<file path="config.mk">
export PLATFORM = sky130hd
export DESIGN_NAME = pipe_reg_chain_flat
export DESIGN_NICKNAME = d
export VERILOG_FILES = /design/src/rtl/pipe_reg_chain_if.sv /design/src/rtl/pipe_reg_chain.sv /design/src/flat_wrapper.sv
export SDC_FILE = /design/constraint.sdc
export NUM_CORES = 1
export LEC_CHECK = 0
export BUFFER_PORTS_ARGS = -buffer_cell sky130_fd_sc_hd__clkbuf_2
export CAP_MARGIN = 40
export CORE_ASPECT_RATIO = 1.4
export CORE_MARGIN = 2
export CORE_UTILIZATION = 48
export DETAILED_ROUTE_END_ITERATION = 7
export HOLD_SLACK_MARGIN = 0.15
export PLACE_DENSITY_LB_ADDON = 0.12
export SLEW_MARGIN = 25
export SYNTH_ARGS = -nofsm -noshare
export SYNTH_HDL_FRONTEND = slang
export SYNTH_SLANG_ARGS = --single-unit
</file>
<file path="constraint.sdc">
create_clock -name clk -period 3 [get_ports clk]
set_input_delay 0.45 -clock clk [delete_from_list [all_inputs] [get_ports clk]]
set_output_delay 0.45 -clock clk [all_outputs]
set_load 0.01 [all_outputs]
</file>
<file path="src/rtl/pipe_reg_chain_if.sv">
// Handshake bundle for pipe_reg_chain: upstream and downstream valid/ready/data.
// The master side drives the upstream beat and downstream ready. The slave side is the chain itself.
interface pipe_reg_chain_if #(
  parameter int DATA_W = 8
);
  logic              in_valid;
  logic              in_ready;
  logic [DATA_W-1:0] in_data;
  logic              out_valid;
  logic              out_ready;
  logic [DATA_W-1:0] out_data;

  modport master (
    output in_valid,
    output in_data,
    output out_ready,
    input  in_ready,
    input  out_valid,
    input  out_data
  );

  modport slave (
    input  in_valid,
    input  in_data,
    input  out_ready,
    output in_ready,
    output out_valid,
    output out_data
  );
endinterface

</file>
<file path="src/rtl/pipe_reg_chain.sv">
// Parametrised delay chain. Every REG_INTERVAL-th level is a valid/ready register stage, and empty stages collapse.
// Supports synchronous flush, global enable gating, and an occupancy count of the valid stages.
module pipe_reg_chain #(
  parameter int                DATA_W       = 8,
  parameter int                LEVELS       = 8,
  parameter int                REG_INTERVAL = 2,
  parameter logic [DATA_W-1:0] RESET_DATA   = '0,
  localparam int NREG  = (REG_INTERVAL == 0) ? 0 : (LEVELS + REG_INTERVAL - 1) / REG_INTERVAL,
  localparam int OCC_W = (NREG == 0) ? 1 : $clog2(NREG + 1)
) (
  input  logic             clk,
  input  logic             rst_n,
  input  logic             en,
  input  logic             flush,
  pipe_reg_chain_if.slave  bus,
  output logic [OCC_W-1:0] occ
);

  logic gate;
  assign gate = en & ~flush;

  if (NREG == 0) begin : g_wire
    assign bus.out_data  = bus.in_data;
    assign bus.out_valid = bus.in_valid & gate;
    assign bus.in_ready  = bus.out_ready & gate;
    assign occ           = '0;
  end else begin : g_reg
    logic [NREG-1:0]   v;
    logic [DATA_W-1:0] d  [NREG];
    logic [NREG-1:0]   vp;
    logic [DATA_W-1:0] dp [NREG];
    logic [NREG-1:0]   r;
    logic              all_full;

    // r[s] = ~v[s] | r[s+1] unrolled: a stage may load when any stage at or downstream of it
    // is empty, or when the sink takes a beat.
    always_comb begin
      all_full = 1'b1;
      r        = '0;
      for (int s = NREG - 1; s >= 0; s--) begin
        all_full = all_full & v[s];
        r[s]     = bus.out_ready | ~all_full;
      end
    end

    always_comb begin
      vp[0] = bus.in_valid;
      dp[0] = bus.in_data;
      for (int s = 1; s < NREG; s++) begin
        vp[s] = v[s-1];
        dp[s] = d[s-1];
      end
    end

    always_ff @(posedge clk or negedge rst_n) begin
      if (!rst_n) begin
        v <= '0;
        for (int s = 0; s < NREG; s++) d[s] <= RESET_DATA;
      end else if (flush) begin
        v <= '0;
      end else if (en) begin
        for (int s = 0; s < NREG; s++) begin
          if (r[s]) begin
            v[s] <= vp[s];
            if (vp[s]) d[s] <= dp[s];
          end
        end
      end
    end

    always_comb begin
      occ = '0;
      for (int s = 0; s < NREG; s++) occ = occ + OCC_W'(v[s]);
    end

    assign bus.in_ready  = r[0] & gate;
    assign bus.out_valid = v[NREG-1] & gate;
    assign bus.out_data  = d[NREG-1];
  end

endmodule

</file>
<file path="src/flat_wrapper.sv">
// flat-port wrapper written by rule: the top's interface ports become plain ports
module pipe_reg_chain_flat 
#(
  parameter int                DATA_W       = 8,
  parameter int                LEVELS       = 8,
  parameter int                REG_INTERVAL = 2,
  parameter logic [DATA_W-1:0] RESET_DATA   = '0,
  localparam int NREG  = (REG_INTERVAL == 0) ? 0 : (LEVELS + REG_INTERVAL - 1) / REG_INTERVAL,
  localparam int OCC_W = (NREG == 0) ? 1 : $clog2(NREG + 1)
)
  (clk, rst_n, en, flush, occ, bus_in_valid, bus_in_data, bus_out_ready, bus_in_ready, bus_out_valid, bus_out_data);
  pipe_reg_chain_if #(.DATA_W(DATA_W)) bus_i ();
  input  logic clk;
  input  logic rst_n;
  input  logic en;
  input  logic flush;
  output logic [OCC_W-1:0] occ;
  input wire logic [$bits(bus_i.in_valid)-1:0] bus_in_valid;
  input wire logic [$bits(bus_i.in_data)-1:0] bus_in_data;
  input wire logic [$bits(bus_i.out_ready)-1:0] bus_out_ready;
  output wire logic [$bits(bus_i.in_ready)-1:0] bus_in_ready;
  output wire logic [$bits(bus_i.out_valid)-1:0] bus_out_valid;
  output wire logic [$bits(bus_i.out_data)-1:0] bus_out_data;
  assign bus_i.in_valid = bus_in_valid;
  assign bus_i.in_data = bus_in_data;
  assign bus_i.out_ready = bus_out_ready;
  assign bus_in_ready = bus_i.in_ready;
  assign bus_out_valid = bus_i.out_valid;
  assign bus_out_data = bus_i.out_data;
  pipe_reg_chain #(.DATA_W(DATA_W), .LEVELS(LEVELS), .REG_INTERVAL(REG_INTERVAL), .RESET_DATA(RESET_DATA)) u_core (.clk(clk), .rst_n(rst_n), .en(en), .flush(flush), .bus(bus_i), .occ(occ));
endmodule
</file>
# Word-level counts from Yosys, hierarchy flattened
# Cells that the tools add are included.
# totals
reg_bits,36
input_bits,14
word_cells,45
out_inout_bits,13
# op_classes
n_reduce_logical,13
addsub,3
mux,6
bitwise,15
# ops
op,count
$reduce_and 4->1,4
$reduce_bool 2->1,5
$mux 4,2
$reduce_and 2->1,4
$add 3x1->3,2
$and 1x1->1,6
$not 1->1,5
$mux 1,4
$or 1x1->1,4
$add 1x1->2,1

# Depth between registers and ports, before layout
# Gate-level depths: netlist (run 1).
# depth
ltp_word,8
depth_mapped,5
depth_no_buf,3

# Worst setup path before layout (run 1)
# No wires, ideal clock.
# synth_timing
kind,register to output
startpoint,register u_core.g_reg.v[1]
endpoint,output occ[1]
slack_ps,1161
arrival_time_ps,1389
stages_incl_launch_ff,4
path_buffers,0
cell_sequence,dfrtp_1 > ha_1 > fa_1 > ha_1
# synth_via
elab_chain_len,3
# synth_lines
element,line_no,rtl
start: declaration,pipe_reg_chain.sv:28,logic [NREG-1:0] v;
start signal: indexed assignment,pipe_reg_chain.sv:64,v[s] <= vp[s];
$add 1x1->2,pipe_reg_chain.sv:73,for (int s = 0; s < NREG; s++) occ = occ + OCC_W'(v[s]);
$add 3x1->3 (2 in a row),pipe_reg_chain.sv:73,
end: declaration,flat_wrapper.sv:17,output logic [OCC_W-1:0] occ;
# Every way passes these cells.

# Worst setup path in the final report (run 1)
# Ends and elaborated chain as after synthesis.

==> results of run 1 <==
layout make-up:
class                      instances  area (um^2)  share of cell area, %
clock buffer                       5        68.82                  3.689
sequential                        36        900.9                  48.29
multi-input combinational         56        628.1                  33.67
clock inverter                     3        42.54                  2.280
tap                               40        50.05                  2.683
timing repair buffer              28        160.2                  8.585
inverter                           4        15.01                 0.8048
flip-flops by register name, summed over array words and instances (netlist names):
signal and flops:
u_core.g_reg.d 24, u_core.bus.out_data 8, u_core.g_reg.v 4
synth_stat cells:
library cell | instances | area share [%]
a21oi_1 | 3 | 0.92
mux2_4 | 16 | 15
buf_6 | 2 | 1.4
nor2b_1 | 1 | 0.38
o211a_1 | 1 | 0.61
dfrtp_1 | 36 | 55
mux2_2 | 15 | 10
a311oi_1 | 1 | 0.54
and3_1 | 1 | 0.38
and2_1 | 1 | 0.38
nand3b_2 | 1 | 0.69
a22oi_1 | 1 | 0.46
and2b_1 | 1 | 0.46
o21ai_0 | 1 | 0.31
mux2_1 | 1 | 0.69
nand2_1 | 2 | 0.46
a211oi_4 | 1 | 1.2
buf_4 | 9 | 4.1
mux2i_1 | 1 | 0.61
inv_1 | 4 | 0.92
nand4b_4 | 1 | 1.5
fa_1 | 1 | 1.2
ha_1 | 2 | 1.5
nand2b_1 | 1 | 0.38
nor2_1 | 3 | 0.69
cell families after synthesis:
| group | count (synthesis) |
|---|---|
| flip-flops | 36 |
| multiplexers | 33 |
| buffers and inverters | 15 |
| AND/OR/NAND/NOR | 12 |
| AO/OA/AOI/OAI | 8 |
| adder cells (fa/ha/maj) | 3 |
path summary, 6_finish.rpt:
kind	endpoint	start	depth (start not counted)	slack, ns
worst max-delay path	occ[1]	u_core.g_reg.v[1]	4	0.75
worst min-delay path	u_core.g_reg.d[31]	bus_in_data[7]	2	0.40
worst max register to register	u_core.g_reg.d[14]	u_core.g_reg.v[3]	3	1.34
worst min register to register	u_core.g_reg.d[12]	u_core.g_reg.d[12]	1	0.49
max in group asynchronous	u_core.g_reg.d[9]	rst_n	3	2.02
min in group asynchronous	u_core.g_reg.d[13]	rst_n	2	0.57
per-layer routing:
layer	wire length, um	vias up	GRT usage [%]
li1	-	410	-
met1	1059	427	19.54
met2	1241	24	26.20
met3	118	6	4.918
met4	50	0	6.838
met5	0	-	0
power by group through the flow:
stage	Combinational, uW	Clock [uW]	Sequential, uW
after detailed placement	158	0	622
after global routing	173	450	625
after CTS	159	430	613
after floorplan	127	0	605
after global placement	150	0	616
final	156	413	611
metrics by stage:
stage | setup WS, ns | hold WS [ns] | instances
floorplan | 1.161 | 0.1544 | 107
global placement | 1.073 | 0.4700 | 162
detailed placement | 1.032 | 0.3315 | 163
CTS | 0.7267 | 0.3853 | 172
global route | 0.6930 | 0.3896 | 172
finish | 0.7517 | 0.3957 | 172
==> results.md, run 1 <==
* Net load switching power at 257.7 uW
* Type of the tightest min-delay check: input pin to flip-flop
* Max capacitance violation total at 0
* Post-layout total power at 1181 uW
* Maximum number of pins on one net before global-route repair at 29
* Number of global-route vias before repair at 942
* Part of the cycle the worst path needs at 74.94%
* Clock latency on the worst-skew pair at 0.28 ns
* Number of gates resized after CTS at 0
* Sort of element at the start of the critical path: flip-flop
* Crit-path max FO at 5
* H-tree lvl count at 2
* Port buffer count at 26
* Power density relative to cell area at 633.1 nW/um^2
* Critical Path Max Stage Delay at 0.45 ns
* Total die area at 3894 um^2
* Post-synth cell types at 25
* Endpoint class of the critical path: primary output
* Number of antenna violations at the first check in global routing at 0
* Hold Buf Count CTS at 1
* Maximum root-to-sink buffer count at 2
* Syn nets at 124
* Switching fraction of total power at 21.82%
* Layout Area Growth over Synthesis at 14.17%
* Final setup violation count at 0
* Number of hold violations in the final report at 0
* Sequential share of the synthesized area at 55.13%
* Routability Congestion at 0.7758
* Utilization after layout at 56.26%
* Die Span X at 53.31 um
* Worst Skew at 0.007296 ns
* Layout cell share with drive strength beyond 1 at 52.27%
* Most common library cell in the layout ignoring fill and taps: dfrtp_1
* Critical path data required time at 2.55 ns
* Internal Power at 923.4 uW
* Maximum achievable frequency at 444.8 MHz
* Slowest CP cell: dfrtp_1
* Setup repair after global routing missed its margin: false
* Count of warnings emitted by yosys at 0
* GRT Overall Usage at 16.16%
* List of cells traversed by the critical path: ha_1 > fa_1 > ha_1 > clkbuf_2
* Share of synthesized area spent on multiplexers at 26.34%
* Reported leakage power at 0.0009827 uW
* Arithmetic-cell share of the synthesized area counting full adders, half adders and majority gates at 2.757%
* Wire length of the first global-routing pass at 4.450 mm
* Comb power frac at 13.2%
* Tightest Pin Transition at 0.5270 ns
* Count of unresolved DRC violations after routing at 0
* Post-detailed-placement half-perimeter wirelength at 1.851 mm
* Dominant combinational cell family by area after synthesis: multiplexers
* Sequential fraction of design power at 51.8%
* Count of pins on the block boundary at 27
* Fin crit period at 2.248 ns
* Critical path's most frequent cell: ha_1
* Setup_tns at 0 ns
* Remaining antenna violation count after routing at 0
* Die Y at 73.04 um
* Placed cell areas at 1744 um^2
* Vias post-DR at 867
* Post-CTS Setup Inserts at 0
* Number of clock sinks seen by CTS at 36
* Cells after synthesis at 107
* Post-synth design cell area at 1634 um^2
* Clock network fraction of design power at 35.0%
* Highest-count cells in the layout ignoring fill and taps: dfrtp_1, clkbuf_2, mux2_4
* Row count at 25
* Kind of cell adding the most delay to the critical path: adder cells
* Mapped Avg Cell Area at 15.27 um^2
* WL/cell at 14.35 um
* ANT cells at 0
* Clock root buffer: clkbuf_8
* Critical path start-end classification: flip-flop to primary output
* Starting density of the core at 49.28%
* Worst Path Arrival at 1.80 ns
* Worst ir drop on vdd at 0.4470 mV
* Number of synthesized register bits at 36
* Compound-cell area share of the yosys netlist at 4.058%
* DRT Pass-1 Iters at 4
* Number of buffers and inverters on the critical path at 1
* Violation count after the first detailed-routing iteration at 6
* Post-synthesis simple-gate area fraction at 5.283%
* CTS Buf Count at 5
* Core area at 3316 um^2
* Clock tree from TritonCTS: done
* Xor/xnor share of the synthesized area at 0%
* Worst slew margin at 64.87%
* Post-Route WL at 2.469 mm
* Clock slew seen by the registers of the worst setup and hold paths at 0.08 ns
* Total overflow reported by the global router at 0
* Post-route cell area at 1866 um^2
* Final layout net count at 148
* Outcome: finished clean
* Layout fillers at 284
* Pins Over Slew Limit at 0
* Vias per cell at 5.041
Power figures use the tool's default switching activity.
==> inputs of run 2 (changes only) <==
clock period = 2.03 ns   (was 3 ns; I/O delays follow)
==> run 2 against run 1 <==
Effect of this change:
- hold slack got worse by 0.15 ns
- sequential share of layout area decreased by 1.3 points
- highest routed layer unchanged
- die area unchanged
- clock power rose by 64%
- count of clock-buffer cells in the layout rose by 2
- non-clock buffer count grew 5
- largest cell class unchanged
- clock skew decreased by 0.0032 ns
- register-to-register slack lost 1.0 ns
- flip-flop and latch count unchanged
- cell count rose by 2.9%
==> results.md, run 2 (synthesis results as in run 1) <==
* Type of the tightest min-delay check: input pin to flip-flop (unchanged)
* Setup_tns at 0 ns (unchanged)
* CTS Buf Count at 5 (unchanged)
* Post-detailed-placement half-perimeter wirelength at 1.918 mm (was 1.851 mm)
* Worst-case reg-to-reg path depth at 5 (was 3)
* DRT Pass-1 Iters at 2 (was 4)
* Number of antenna violations at the first check in global routing at 0 (unchanged)
* Worst Hold Endpoint: u_core.g_reg.d[26] (was u_core.g_reg.d[31])
* Layout cell share with drive strength beyond 1 at 56.20% (was 52.27%)
* Critical R2R Launch: u_core.g_reg.v[1] (was u_core.g_reg.v[3])
* Max capacitance violation total at 0 (unchanged)
* Layout Area Growth over Synthesis at 17.61% (was 14.17%)
* Tightest Pin Transition at 0.4992 ns (was 0.5270 ns)
* Reported leakage power at 0.001008 uW (was 0.0009827 uW)
* Clock slew seen by the registers of the worst setup and hold paths at 0.07 ns (was 0.08 ns)
* Number of clock sinks seen by CTS at 36 (unchanged)
* Register cell area after layout at 902.1 um^2 (was 900.9 um^2)
* Final layout net count at 153 (was 148)
* Worst Skew at 0.004124 ns (was 0.007296 ns)
* Post-Route WL at 2.595 mm (was 2.469 mm)
* H-tree lvl count at 2 (unchanged)
* Starting density of the core at 49.28% (unchanged)
* Power density relative to cell area at 944.1 nW/um^2 (was 633.1 nW/um^2)
* ANT cells at 0 (unchanged)
* Port buffer count at 26 (unchanged)
* Critical Path Max Stage Delay at 0.43 ns (was 0.45 ns)
* Number of hold violations in the final report at 0 (unchanged)
* Die Span X at 53.31 um (unchanged)
* Switching fraction of total power at 20.75% (was 21.82%)
* Clock latency on the worst-skew pair at 0.28 ns (about the same)
* Part of the cycle the worst path needs at 97.16%
* Layout fillers at 287 (was 284)
* Total die area at 3894 um^2 (unchanged)
* Maximum achievable frequency at 507.0 MHz
* Core area at 3316 um^2 (unchanged)
* Most common library cell in the layout ignoring fill and taps: dfrtp_1 (unchanged)
* Highest-count cells in the layout ignoring fill and taps: dfrtp_1, clkbuf_2, mux2_4 (unchanged)
* Fin crit period at 1.972 ns
* Worst slew margin at 66.61% (was 64.87%)
* Clock network fraction of design power at 37.3% (was 35.0%)
* Comb power frac at 13.0% (was 13.2%)
* Setup slack on the worst flop-to-flop path at 0.31 ns (was 1.34 ns)
* Maximum number of pins on one net before global-route repair at 17 (was 29)
* WL/cell at 14.66 um (was 14.35 um)
* Count of unresolved DRC violations after routing at 0 (unchanged)
* Vias per cell at 5.073 (was 5.041)
* Die Y at 73.04 um (unchanged)
* Row count at 25 (unchanged)
* Clock tree from TritonCTS: done (unchanged)
* Wire length of the first global-routing pass at 4.416 mm (was 4.450 mm)
* Count of pins on the block boundary at 27 (unchanged)
* Slowest CP cell: dfrtp_2 (was dfrtp_1)
* Worst Hold Launch: bus_in_data[2] (was bus_in_data[7])
* Final setup violation count at 0 (unchanged)
* Vias post-DR at 898 (was 867)
* Crit-path max FO at 2 (was 5)
* Multi-input combinational cell area at 643.1 um^2 (was 628.1 um^2)
* Largest register by flop count: u_core.g_reg.d (unchanged)
* Placed insts at 165 (was 163)
* Number of standard cells in the final layout excluding fillers at 177 (was 172)
* Net load switching power at 376.6 uW (was 257.7 uW)
* Endpoint class of the critical path: primary output (unchanged)
* Remaining antenna violation count after routing at 0 (unchanged)
* Outcome: finished clean (unchanged)
* Sequential fraction of design power at 49.7% (was 51.8%)
* Violation count after the first detailed-routing iteration at 8 (was 6)
* Number of global-route vias before repair at 970 (was 942)
* Critical path data required time at 1.73 ns (was 2.55 ns)
* Internal Power at 1438 uW (was 923.4 uW)
* Clock root buffer: clkbuf_8 (unchanged)
* Maximum root-to-sink buffer count at 2 (unchanged)
* Critical path start-end classification: flip-flop to primary output (unchanged)
* Max reg flops at 24 (unchanged)
* Worst ir drop on vdd at 0.4787 mV (was 0.4470 mV)
* Total overflow reported by the global router at 0 (unchanged)
* Pins Over Slew Limit at 0 (unchanged)
* Sort of element at the start of the critical path: flip-flop (unchanged)
* List of cells traversed by the critical path: ha_4 > fa_2 > ha_1 > clkbuf_2 (was ha_1 > fa_1 > ha_1 > clkbuf_2)
* Capturing point of the worst reg2reg path: u_core.g_reg.d[29] (was u_core.g_reg.d[14])
* Critical Path Start: u_core.g_reg.v[1] (unchanged)
* Hold Path Depth at 2 (unchanged)
* GRT Overall Usage at 16.54% (was 16.16%)
* Routability Congestion at 0.7887 (was 0.7758)
* Worst Path Arrival at 1.67 ns (was 1.80 ns)
run 2: cell type report:
type                       count  share of cell area, %
clock buffer                   7                  5.013
clock inverter                 1                  1.563
inverter                       4                 0.7813
multi-input combinational     56                  33.46
sequential                    36                  46.94
tap                           40                  2.604
timing repair buffer          33                  9.635
run 2: worst max-delay path by stage:
stage                        end  slack (ns)  cells past startpoint
final                     occ[1]        0.06                      4
after global routing      occ[1]      -0.002                      4
after detailed placement  occ[1]        0.21                      4
after floorplan           occ[1]        0.34                      3
after global placement    occ[1]        0.25                      4
after CTS                 occ[1]       0.005                      4
run 2: stage by stage:
step | cell area, um^2 | utilization, % | hold WS [ns] | total power, uW | worst slack [ns]
floorplan | 1634 | - | 0.008909 | 1082 | 0.3367
global placement | 1747 | 52.68 | 0.2090 | 1136 | 0.2476
detailed placement | 1747 | 52.68 | 0.2091 | 1149 | 0.2143
CTS | 1912 | 57.66 | 0.2335 | 1841 | 0.005067
global route | 1922 | 57.96 | 0.2301 | 1909 | -0.001542
finish | 1922 | 57.96 | 0.2445 | 1814 | 0.05758
run 2: repair_timing:
item,4_1_cts,5_1_grt
setup endpoints to repair,2,1
hold buffers,1,0
gates resized for setup,2,1
hold endpoints to repair,10,0
setup buffers,2,1
pin swaps,1,0
run 2: critical path, delay by kind of cell, from the launching register on:
| family | cells | cell delay, ns |
|---|---|---|
| fa+ha+maj | 3 | 0.83 |
| flops | 1 | 0.43 |
| buf+inv | 1 | 0.13 |
run 2: power groups by stage:
stage / registers [uW] / clock network (uW) / logic (uW)
after floorplan: 894 / 0 / 188
after global placement: 911 / 0 / 225
after detailed placement: 916 / 0 / 232
after CTS: 904 / 699 / 238
after global routing: 920 / 732 / 257
final: 903 / 676 / 236
run 2: layer usage:
layer	share of wire [%]	wire, um	vias to the layer above	global-route usage, %
met3	5.4	140	8	5.328
li1	-	-	419	-
met5	0	0	-	0
met4	2.8	72	0	10.83
met2	51	1333	26	26.06
met1	40	1050	445	18.73
==> inputs of run 3 (changes only) <==
CORE_UTILIZATION = 49   (was 48)
CTS_BUF_LIST = sky130_fd_sc_hd__clkbuf_16   (was not set)
clock period = 1.7 ns   (was 2.03 ns; I/O delays follow)
==> run 3 against run 2 <==
Effect of this change:
- the flow now finishes with violations (negative setup slack)
- core utilization grew 6.5 points
- first-iteration DRC count down 13%
- wire length shrank 5.8%
- largest cell class unchanged
- largest power group is now the clock network
==> results.md, run 3 (synthesis results as in run 1) <==
* Outcome: finished, violations left (was finished clean)
* Failing checks: negative setup slack
* Wire length of the first global-routing pass at 4.457 mm (was 4.416 mm)
* Remaining antenna violation count after routing at 0 (unchanged)
* Most common library cell in the layout ignoring fill and taps: dfrtp_1 (unchanged)
* Post-CTS Setup Inserts at 0 (was 2)
* ANT cells at 0 (unchanged)
* Row count at 24 (was 25)
* Type of the tightest min-delay check: input pin to flip-flop (unchanged)
* Setup repair after global routing missed its margin: true
* Worst Path Arrival at 1.69 ns (was 1.67 ns)
* Reported leakage power at 0.001067 uW (was 0.001008 uW)
* Part of the cycle the worst path needs at 114.2%
* WL/cell at 13.74 um (was 14.66 um)
* Placed cell areas at 1795 um^2 (was 1747 um^2)
* Clock latency on the worst-skew pair at 0.28 ns (about the same)
* Setup ws final at -0.2414 ns (was 0.05758 ns)
* Final setup violation count at 3 (was 0)
* Worst Skew at 0.006193 ns (was 0.004124 ns)
* Maximum number of pins on one net before global-route repair at 37 (was 17)
* Largest register by flop count: u_core.g_reg.d (unchanged)
* Utilization after layout at 64.48% (was 57.96%)
* Post-Route WL at 2.445 mm (was 2.595 mm)
* Vias per cell at 5.006 (was 5.073)
* Post-route cell area at 2033 um^2 (was 1922 um^2)
* Maximum root-to-sink buffer count at 2 (unchanged)
* Post-detailed-placement half-perimeter wirelength at 1.835 mm (was 1.918 mm)
* Max capacitance violation total at 0 (unchanged)
* Max reg flops at 24 (unchanged)
* Worst slew margin at 70.48% (was 66.61%)
* Core area at 3153 um^2 (was 3316 um^2)
* H-tree lvl count at 2 (unchanged)
* Count of pins on the block boundary at 27 (unchanged)
* Endpoint class of the critical path: primary output (unchanged)
* Total die area at 3819 um^2 (was 3894 um^2)
* Critical path start-end classification: flip-flop to primary output (unchanged)
* Die Y at 72.33 um (was 73.04 um)
* Critical path data required time at 1.44 ns (was 1.73 ns)
* Die Span X at 52.81 um (was 53.31 um)
* Number of clock sinks seen by CTS at 36 (unchanged)
* CTS Buf Count at 5 (unchanged)
* Total overflow reported by the global router at 0 (unchanged)
* Highest-count cells in the layout ignoring fill and taps: dfrtp_1, clkbuf_2, mux2_4 (unchanged)
* Layout Area Growth over Synthesis at 24.43% (was 17.61%)
* Clock root buffer: clkbuf_16 (was clkbuf_8)
* Sort of element at the start of the critical path: flip-flop (unchanged)
* Clock slew seen by the registers of the worst setup and hold paths at 0.06 ns (was 0.07 ns)
* Worst ir drop on vdd at 1.065 mV (was 0.4787 mV)
* Pins Over Slew Limit at 0 (unchanged)
* Number of global-route vias before repair at 949 (was 970)
* Layout fillers at 241 (was 287)
* Violation count after the first detailed-routing iteration at 7 (was 8)
* GRT Overall Usage at 16.67% (was 16.54%)
* Power density relative to cell area at 1319 nW/um^2 (was 944.1 nW/um^2)
* Number of hold violations in the final report at 0 (unchanged)
* Fin crit period at 1.941 ns
* Layout cell share with drive strength beyond 1 at 56.83% (was 56.20%)
* Crit-path max FO at 2 (unchanged)
* Number of antenna violations at the first check in global routing at 0 (unchanged)
* Port buffer count at 26 (unchanged)
* Routability Congestion at 0.7670 (was 0.7887)
* Clock tree from TritonCTS: done (unchanged)
* Starting density of the core at 51.83% (was 49.28%)
* Maximum achievable frequency at 515.1 MHz
* Tightest Pin Transition at 0.4427 ns (was 0.4992 ns)
* Final layout net count at 155 (was 153)
* DRT Pass-1 Iters at 4 (was 2)
* Count of unresolved DRC violations after routing at 0 (unchanged)
* Vias post-DR at 891 (was 898)
## run 3: changes by cell type in the layout (fill, tap and decap cells not counted), sizes merged
| cell | change |
|---|---|
| bufinv | +2 |
| buf | +3 |
| clkbuf | -3 |
## run 3: cell type report
| type | count | area, um^2 | area share (%) |
|---|---|---|---|
| multi-input cells | 56 | 633.1 | 31.14 |
| repair buffers | 35 | 219.0 | 10.77 |
| flip-flops and latches | 36 | 902.1 | 44.37 |
| inverters | 4 | 15.01 | 0.7385 |
| clock inverters | 3 | 90.09 | 4.431 |
| clock buffers | 5 | 125.1 | 6.154 |
| well taps | 39 | 48.80 | 2.400 |
## run 3: final timing paths
kind	cells past startpoint	slack, ns	start	to
worst max-delay path	4	-0.24	u_core.g_reg.v[0]	occ[1]
worst min-delay path	2	0.21	bus_in_data[7]	u_core.g_reg.d[31]
worst max register to register	4	0.10	u_core.g_reg.v[3]	u_core.g_reg.d[10]
worst min register to register	1	0.49	u_core.g_reg.d[12]	u_core.g_reg.d[12]
max in group asynchronous	3	0.80	rst_n	u_core.g_reg.v[3]
min in group asynchronous	3	0.56	rst_n	u_core.bus.out_data[0]
## run 3: worst max-delay path, stage by stage, from the launching register on
cell and delay, ns:
dfrtp_1 0.38, ha_1 0.31, fa_2 0.34, ha_1 0.27
clkbuf_2 0.12
## run 3: power by group
| group | leakage (uW) | internal (uW) | total (uW) | switching [uW] |
|---|---|---|---|---|
| logic | 0.000495 | 203 | 288 | 84.7 |
| registers | 0.000468 | 1000 | 1080 | 72.9 |
| clock network | 0.000104 | 988 | 1320 | 330 |
| total | 0.00107 | 2190 | 2680 | 488 |
## run 3: layer usage
metal  vias up  track usage, %  wire (um)
met1       434           19.23       1027
met2        26           27.08       1222
met5         -               0          0
met3         7           6.173        139
met4         0           7.692         55
li1        424               -          -
## run 3: through the flow
stage          setup slack (ns)  std cells  hold slack [ns]  power (uW)  setup TNS, ns
2_1_floorplan           0.05617        107         -0.04059        1293              0
3_3_place_gp            0.03609        169           0.3090        1361              0
3_5_place_dp           0.004848        169           0.3181        1378              0
4_1_cts                 -0.2556        178           0.2029        2709        -0.6020
5_1_grt                 -0.2847        178           0.2078        2801        -0.6853
6_report                -0.2414        178           0.2093        2681        -0.5488
## run 3: repair_timing
action | 4_1_cts | 5_1_grt
hold endpoints to repair | 36 | 0
gates resized for setup | 1 | 4
gates cloned | 0 | 0
pin swaps | 1 | 1
hold buffers | 1 | 0
setup endpoints to repair | 3 | 18
